==> config.mk <==
export PLATFORM = sky130hd
export DESIGN_NAME = dmi_reg_bridge
export DESIGN_NICKNAME = d
export VERILOG_FILES = /design/src/rtl/dmi_reg_bridge.sv
export SDC_FILE = /design/constraint.sdc
export NUM_CORES = 1
export LEC_CHECK = 0
export ABC_AREA = 1
export BUFFER_PORTS_ARGS = -buffer_cell sky130_fd_sc_hd__buf_2
export CAP_MARGIN = 20
export CORE_MARGIN = 1.5
export CORE_UTILIZATION = 40
export DETAILED_ROUTE_END_ITERATION = 10
export GPL_TIMING_DRIVEN = 0
export PLACE_DENSITY = 0.67
export RECOVER_POWER = 25
export SLEW_MARGIN = 5
export SYNTH_ARGS = -nofsm -noshare
export SYNTH_HDL_FRONTEND = slang
export SYNTH_SLANG_ARGS = --single-unit
export TNS_END_PERCENT = 5
==> constraint.sdc <==
create_clock -name clk_i -period 2.8 [get_ports clk_i]
set_input_delay 0.14 -clock clk_i [delete_from_list [all_inputs] [get_ports clk_i]]
set_output_delay 0.14 -clock clk_i [all_outputs]
set_load 0.01 [all_outputs]
==> src/rtl/dmi_reg_bridge.sv <==
// Core-side DMI responder: turns DMI READ/WRITE requests into req/gnt/rvalid
// register-bus accesses, with a bus timeout so every request gets a response.

package dm;
  localparam logic [1:0] DTM_NOP     = 2'h0;
  localparam logic [1:0] DTM_READ    = 2'h1;
  localparam logic [1:0] DTM_WRITE   = 2'h2;
  localparam logic [1:0] DTM_SUCCESS = 2'h0;
  localparam logic [1:0] DTM_ERR     = 2'h2;

  typedef struct packed {
    logic [6:0]  addr;
    logic [1:0]  op;
    logic [31:0] data;
  } dmi_req_t;

  typedef struct packed {
    logic [31:0] data;
    logic [1:0]  resp;
  } dmi_resp_t;
endpackage

module dmi_reg_bridge #(
  parameter int unsigned TimeoutCycles = 255
) (
  input  logic          clk_i,
  input  logic          rst_ni,
  input  dm::dmi_req_t  dmi_req_i,
  input  logic          dmi_req_valid_i,
  output logic          dmi_req_ready_o,
  output dm::dmi_resp_t dmi_resp_o,
  output logic          dmi_resp_valid_o,
  input  logic          dmi_resp_ready_i,
  output logic          reg_req_o,
  output logic          reg_we_o,
  output logic [6:0]    reg_addr_o,
  output logic [31:0]   reg_wdata_o,
  input  logic          reg_gnt_i,
  input  logic          reg_rvalid_i,
  input  logic [31:0]   reg_rdata_i,
  input  logic          reg_err_i
);

  localparam bit          TimeoutEn = (TimeoutCycles > 0);
  localparam int unsigned CntW      = TimeoutEn ? $clog2(TimeoutCycles + 1) : 1;
  localparam logic [CntW-1:0] CntLast = TimeoutEn ? CntW'(TimeoutCycles - 1) : '0;

  typedef enum logic [1:0] {
    IDLE = 2'd0,
    REQ  = 2'd1,
    WAIT = 2'd2,
    RESP = 2'd3
  } state_e;

  state_e        state_q, state_d;
  logic [1:0]    op_q, op_d;
  logic          req_ready_q, req_ready_d;
  logic          resp_valid_q, resp_valid_d;
  dm::dmi_resp_t resp_q, resp_d;
  logic          reg_req_q, reg_req_d;
  logic          reg_we_q, reg_we_d;
  logic [6:0]    reg_addr_q, reg_addr_d;
  logic [31:0]   reg_wdata_q, reg_wdata_d;
  logic [CntW-1:0] cnt_q, cnt_d;
  logic          stale_q, stale_d;

  logic            rvalid_live_s;
  logic            timeout_s;
  logic [CntW-1:0] cnt_inc_s;

  // A pulse owed to a timed-out access must never complete a later transaction.
  assign rvalid_live_s = reg_rvalid_i & ~stale_q;
  assign timeout_s     = TimeoutEn && (cnt_q == CntLast);
  assign cnt_inc_s     = TimeoutEn ? (cnt_q + CntW'(1)) : cnt_q;

  // Next-state and next-output computation.
  always_comb begin
    state_d      = state_q;
    op_d         = op_q;
    req_ready_d  = req_ready_q;
    resp_valid_d = resp_valid_q;
    resp_d       = resp_q;
    reg_req_d    = reg_req_q;
    reg_we_d     = reg_we_q;
    reg_addr_d   = reg_addr_q;
    reg_wdata_d  = reg_wdata_q;
    cnt_d        = cnt_q;

    if (reg_rvalid_i && stale_q) begin
      stale_d = 1'b0;
    end else begin
      stale_d = stale_q;
    end

    case (state_q)
      IDLE: begin
        if (dmi_req_valid_i && req_ready_q) begin
          op_d        = dmi_req_i.op;
          reg_addr_d  = dmi_req_i.addr;
          reg_wdata_d = dmi_req_i.data;
          req_ready_d = 1'b0;
          case (dmi_req_i.op)
            dm::DTM_NOP: begin
              state_d      = RESP;
              resp_valid_d = 1'b1;
              resp_d.data  = 32'h0;
              resp_d.resp  = dm::DTM_SUCCESS;
            end
            dm::DTM_READ, dm::DTM_WRITE: begin
              state_d   = REQ;
              reg_req_d = 1'b1;
              reg_we_d  = (dmi_req_i.op == dm::DTM_WRITE);
              cnt_d     = '0;
            end
            default: begin
              state_d      = RESP;
              resp_valid_d = 1'b1;
              resp_d.data  = 32'h0;
              resp_d.resp  = dm::DTM_ERR;
            end
          endcase
        end else begin
          state_d = IDLE;
        end
      end

      REQ: begin
        if (reg_gnt_i) begin
          state_d   = WAIT;
          reg_req_d = 1'b0;
          cnt_d     = cnt_inc_s;
        end else if (timeout_s) begin
          state_d      = RESP;
          reg_req_d    = 1'b0;
          resp_valid_d = 1'b1;
          resp_d.data  = 32'h0;
          resp_d.resp  = dm::DTM_ERR;
        end else begin
          cnt_d = cnt_inc_s;
        end
      end

      WAIT: begin
        if (rvalid_live_s) begin
          state_d      = RESP;
          resp_valid_d = 1'b1;
          resp_d.resp  = reg_err_i ? dm::DTM_ERR : dm::DTM_SUCCESS;
          resp_d.data  = ((op_q == dm::DTM_READ) && !reg_err_i) ? reg_rdata_i : 32'h0;
        end else if (timeout_s) begin
          // The target still owes a pulse for this access; drop it when it arrives.
          state_d      = RESP;
          resp_valid_d = 1'b1;
          resp_d.data  = 32'h0;
          resp_d.resp  = dm::DTM_ERR;
          stale_d      = 1'b1;
        end else begin
          cnt_d = cnt_inc_s;
        end
      end

      RESP: begin
        if (dmi_resp_ready_i) begin
          state_d      = IDLE;
          resp_valid_d = 1'b0;
          req_ready_d  = 1'b1;
        end else begin
          state_d = RESP;
        end
      end

      default: begin
        state_d      = IDLE;
        req_ready_d  = 1'b1;
        resp_valid_d = 1'b0;
        reg_req_d    = 1'b0;
      end
    endcase
  end

  // State and registered outputs.
  always_ff @(posedge clk_i or negedge rst_ni) begin
    if (!rst_ni) begin
      state_q      <= IDLE;
      op_q         <= 2'h0;
      req_ready_q  <= 1'b1;
      resp_valid_q <= 1'b0;
      resp_q       <= '0;
      reg_req_q    <= 1'b0;
      reg_we_q     <= 1'b0;
      reg_addr_q   <= 7'h0;
      reg_wdata_q  <= 32'h0;
      cnt_q        <= '0;
      stale_q      <= 1'b0;
    end else begin
      state_q      <= state_d;
      op_q         <= op_d;
      req_ready_q  <= req_ready_d;
      resp_valid_q <= resp_valid_d;
      resp_q       <= resp_d;
      reg_req_q    <= reg_req_d;
      reg_we_q     <= reg_we_d;
      reg_addr_q   <= reg_addr_d;
      reg_wdata_q  <= reg_wdata_d;
      cnt_q        <= cnt_d;
      stale_q      <= stale_d;
    end
  end

  assign dmi_req_ready_o  = req_ready_q;
  assign dmi_resp_o       = resp_q;
  assign dmi_resp_valid_o = resp_valid_q;
  assign reg_req_o        = reg_req_q;
  assign reg_we_o         = reg_we_q;
  assign reg_addr_o       = reg_addr_q;
  assign reg_wdata_o      = reg_wdata_q;

endmodule
# After elaboration in Yosys (flattened, before gate mapping)
# Index checks and enable logic that the tools add are counted.
# classes
add_sub_neg	1
n_eq_ne	14
n_mux	40
n_bitwise	2
reduce_logical	17
# ops
cell	count
34-bit two-way mux	4
34-bit case mux with 3 select lines	1
34-bit case mux with 2 select lines	1
8-bit two-way mux	5
32-bit two-way mux	1
8-bit case mux with 3 select lines	1
1-bit two-way mux	16
4-bit AND reduction	4
2-bit two-way mux	7
2-bit inequality test, second input constant	5
8-bit by 1-bit adder with 8-bit output, second input constant	1
8-bit equality test, second input constant	1
2-bit case mux with 4 select lines	1
2-bit by 1-bit equality test with 1-bit output, second input constant	3
2-bit equality test, second input constant	3
3-bit AND reduction	2
2-bit zero test	2
1-bit case mux with 2 select lines	2
1-bit case mux with 4 select lines	1
2-bit nonzero test	2
1-bit logical AND	3
3-bit inequality test, second input constant	1
3-bit nonzero test	1
2-bit by 1-bit inequality test with 1-bit output, second input constant	1
other kinds (5)	5
# totals
reg_bits	90
input_bits	80
output_inout_bits	77
elab_cells	86

# Logic depth before layout (Yosys ltp)
# logic_depth
ltp_word	5
mapped_depth	10
depth_no_buf	10

# Least setup slack after synthesis
# OpenSTA, ideal clock, no wires.
# synth_path
path_kind	register -> register
from	reg state_q[0]
to	reg resp_q, in the netlist dmi_resp_o[18]
setup_ps	65
arrival_ps	1573
t_required_ps	2735
path_slack_ps	1162
path_stages_with_launch	8
path_buffers	1
synth_period_minus_slack_ps	1638
path_cell_list	dfrtp_1 -> inv_1 -> ha_1 -> inv_2 -> nor4_4 -> buf_6 -> nand3_1 -> nand2_1
# synth_between
elab_chain_len	3
word_cells_on_any_way	9
cone_classes	eq/ne: 5; mux: 1; reduce/logical: 3
# synth_rtl
item	line_no	source
start, declared	55	state_e state_q, state_d;
start signal, assigned	195	state_q <= state_d;
2-bit by 1-bit equality test with 1-bit output (tied with other cells)	95	case (state_q)
2-bit inequality test (no source line) / 3-bit nonzero test (equally long branches)	-	
4-bit AND reduction (no source line)	-	
end signal, assigned	199	resp_q <= resp_d;
end, declared	59	dm::dmi_resp_t resp_q, resp_d;
# Parallel ways exist; a longest one is shown, timed or not.
# A chain may end at the register's enable or synchronous reset.

# Worst setup path in the final report
# layout_path
from	reg state_q[0]
to	reg cnt_q[1]
# layout_between
elab_chain_len	3
word_cells_on_any_way	9
cone_classes	eq/ne: 5; mux: 1; reduce/logical: 3
# layout_rtl
item	line_no	source
2-bit equality test (tied with other cells)	95	
2-bit inequality test (no source line) (tied with other cells)	-	
4-bit AND reduction (no source line)	-	
end signal, assigned	204	cnt_q <= cnt_d;
end, declared	64	logic [CntW-1:0] cnt_q, cnt_d;
# Parallel ways exist; a longest one is shown, timed or not.

==> impl_summary.txt <==
----------------------------------------------------
[Timing]
  Crit path time final ... around 2.1 ns
  TNS Setup ... 0 ns
  Worst hold slack across all endpoints ... 0.0195 ns
  Setup Viol. Count Final ... 0
  Period utilisation layout ... between 70% and 80%
  Relative slew slack ... a little over a quarter
  Worst Skew ... 0.00518 ns
  Hold violation count in the final report ... 0
  Peak clock frequency supported by timing ... 474 MHz
  Unrepaired setup endpoints after global routing ... no
  Actual transition at the worst max-transition pin ... approximately 1.1 ns
  Max Slew Vio Count ... 0

[Logic synthesis]
  Flops & latches, synth ... 90
  Total of warnings raised by yosys ... 0
  Register area share after synthesis ... ~54%
  Avg Inst Size Synth ... ~10 µm²
  Area of the mapped netlist ... between 0.004 and 0.005 mm²
  Post-synth net total ... roughly 500
  Synthesized instance count ... approximately 400
  Cell variety after synth ... 31

[Place]
  Number of cells in the design after placement ... between 600 and 700
  DP Wirelength ... roughly 7.6 mm
  Final weighted congestion in routability-driven placement ... a little under 0.9
  Count of buffers from port buffering ... 156
  Cell Area, Placed ... between 0.005 and 0.006 mm²

[Detailed routing]
  DR vias ... ~3,700
  Drt pass-1 iters ... 5
  Wl on met1 ... roughly 4.7 mm
  Uppermost layer routed ... met4
  Vias per cell ... slightly below 5
  Routed Antenna Nets ... 0
  Routed wire length on met2 ... 5.53 mm
  Post-detailed-routing wire length ... approximately 11 mm
  DRC errors left ... 0
  Initial detailed-routing violation count ... approximately 230
  Met3 wire length ... 517 µm
  Mean routed wirelength per cell ... between 10 and 15 µm

[Global route]
  Largest net degree at the start of global routing ... 50
  Remaining global-route overflow ... 0
  Number of antenna violations at the first check in global routing ... 0
  Global-route wire length before repair ... approximately 18 mm
  Vias in the first global route ... between 3,000 and 4,000
  Aggregate global-route resource usage ... 21.1%

[Cells and area]
  Most common cell after layout, fill and taps aside ... sky130_fd_sc_hd__buf_2
  Number of nets in the layout ... roughly 720
  Inserted Diodes ... 0
  Filler Cells Inserted ... approximately 830
  Sequential cell area ... roughly 0.0023 mm²
  Area growth, synth to finish ... 43.2%
  Share of final-layout standard cells stronger than drive strength 1 ... roughly 40%
  Final std cell area, no fill ... ~0.0059 mm²
  Multi-input combinational cell area ... about 0.0016 mm²
  Most frequent cells in the layout ... 159 x sky130_fd_sc_hd__buf_2, 89 x sky130_fd_sc_hd__dfrtp_1, 84 x sky130_fd_sc_hd__nand2_1
  Non-filler cells in the finished layout ... ~770

[Power and ir drop]
  Worst vdd rail ir drop ... about 0.00045 V
  Leakage ... about 0.0032 µW
  Overall Power ... 4080 µW
  Power Dens Cells ... just under 700 mW/mm²

[Clock network]
  Sinks on the clock net ... 90
  CTS tree ... yes
  Clock-pin slew on the worst setup and hold paths ... about 0.090 ns
  Later-pin clock latency in the skew report ... ~0.36 ns
  H-tree depth ... 3
  Number of buffers added by the clock tree synthesis step ... 9
  Post-CTS setup buffers ... 0
  Bufs on Longest Clock Path ... 2
  Clock root buffer master ... sky130_fd_sc_hd__clkbuf_8

[Floorplan]
  Die Span Y ... roughly 100 µm
  Number of placed I/O pins ... around 160
  Initial Util ... between 40% and 50%
  Row count ... 36
  Core Box Area ... about 0.0099 mm²
  Floorplan die width ... approximately 100 µm
  Die footprint ... about 0.011 mm²

[Worst setup path]
  Maximum cell stage delay along the critical path ... approximately 0.44 ns
  Sequence of cells on the critical path ... inv_1, ha_1, nand2_2, nand4_1, nor2_2, nand3b_1, o21ai_1
  Kind of critical path ... reg -> reg
  Maximum net fanout on the critical path ... 7
  Slowest-stage cell, CP ... sky130_fd_sc_hd__dfrtp_1
  CP endpoint kind ... flip-flop
  CP Data Required Time ... 3.08 ns
  Signal arrival time at the worst endpoint ... 2.40 ns
  Startpoint class of the critical path ... flip-flop
  Worst reg2reg setup slack ... slightly below 0.7 ns

[Job]
  Max-cap violation count ... 0

[Hold path]
  Worst hold path type ... in -> reg

[Outcome]
  Run status ... complete, no violations

----------------------------------------------------
==> synthesized netlist by cell type, drive strengths merged <==
cell type | count | area share, %
a21oi | 3 | 0.36
a31oi | 1 | 0.15
a41oi | 1 | 0.21
and3 | 1 | 0.15
buf | 17 | 3.6
dfrtp | 89 | 54
dfstp | 1 | 0.63
ha | 10 | 3.0
inv | 31 | 2.8
mux2 | 40 | 11
nand2 | 90 | 8.5
nand3 | 78 | 9.7
nand3b | 2 | 0.36
nand4 | 1 | 0.15
nor2 | 16 | 2.3
nor3 | 1 | 0.12
nor4 | 1 | 0.51
o211ai | 1 | 0.30
o21ai | 17 | 2.1
o21bai | 1 | 0.18
o31ai | 1 | 0.18
or2 | 1 | 0.15
==> sequential cells by signal (all words and copies together), names as in the netlist, 2 cells and up <==
signal and count:
dmi_resp_o 34, state_q 2, reg_addr_o 7, reg_wdata_o 32
cnt_q 8, op_q 2
==> worst max-delay path: cells and delay by family, from the launching register on <==
kind | cells | cell delay (ns)
compound gates | 1 | 0.10
fa+ha+maj | 1 | 0.31
buf+inv | 1 | 0.11
flops | 1 | 0.44
simple gates | 4 | 1.07
==> layout make-up <==
class / count / area share (%)
flip-flops and latches: 90 / 37.9
multi-input cells: 266 / 27.4
repair buffers: 218 / 23.9
well taps: 133 / 2.80
plain buffers: 17 / 2.51
clock buffers: 10 / 2.32
inverters: 31 / 1.96
clock inverters: 6 / 1.20
==> path summary, 6_finish.rpt <==
path,from,end,cells past startpoint
setup / recovery,state_q[0],cnt_q[1],7
hold / removal,reg_rdata_i[15],dmi_resp_o[17],3
setup reg to reg,state_q[0],cnt_q[1],7
hold reg to reg,op_q[0],op_q[0],2
max in group asynchronous,rst_ni,dmi_resp_o[14],3
min in group asynchronous,rst_ni,stale_q,2
==> power by group <==
group,leakage (µW),internal (µW),switching [µW]
sequential,0.00116,1640,174
clock,0.0000995,445,486
combinational,0.00194,658,680
total,0.00321,2740,1340
==> kinds of logic after synthesis <==
group	synth area share, %
adders and majority gates	3.02
and+or+nand+nor	21.9
buffers and inverters	6.40
AOI/OAI and AO/OA	3.44
muxes	10.9
DFF	54.3
==> routing by layer <==
| metal | track usage (%) | up-vias |
|---|---|---|
| met1 | 25.3 | 1753 |
| met2 | 36.7 | 129 |
| met3 | 3.74 | 29 |
| li1 | - | 1797 |
| met5 | 0 | - |
| met4 | 10.1 | 0 |
==> repair_timing <==
item                                   CTS  global route
resized for setup                        0             0
endpoints found under the hold margin  100             0
hold buffers                            61             0
setup endpoints to repair                0             0
==> stage by stage <==
| step | worst slack (ns) | util [%] |
|---|---|---|
| after detailed placement | 0.726 | 51.7 |
| after global placement | 0.788 | 51.4 |
| after floorplan | 1.16 | - |
| after CTS | 0.699 | 60.0 |
| after global routing | 0.496 | 59.9 |
| final | 0.688 | 59.9 |
(Power assumes the default switching activity.)
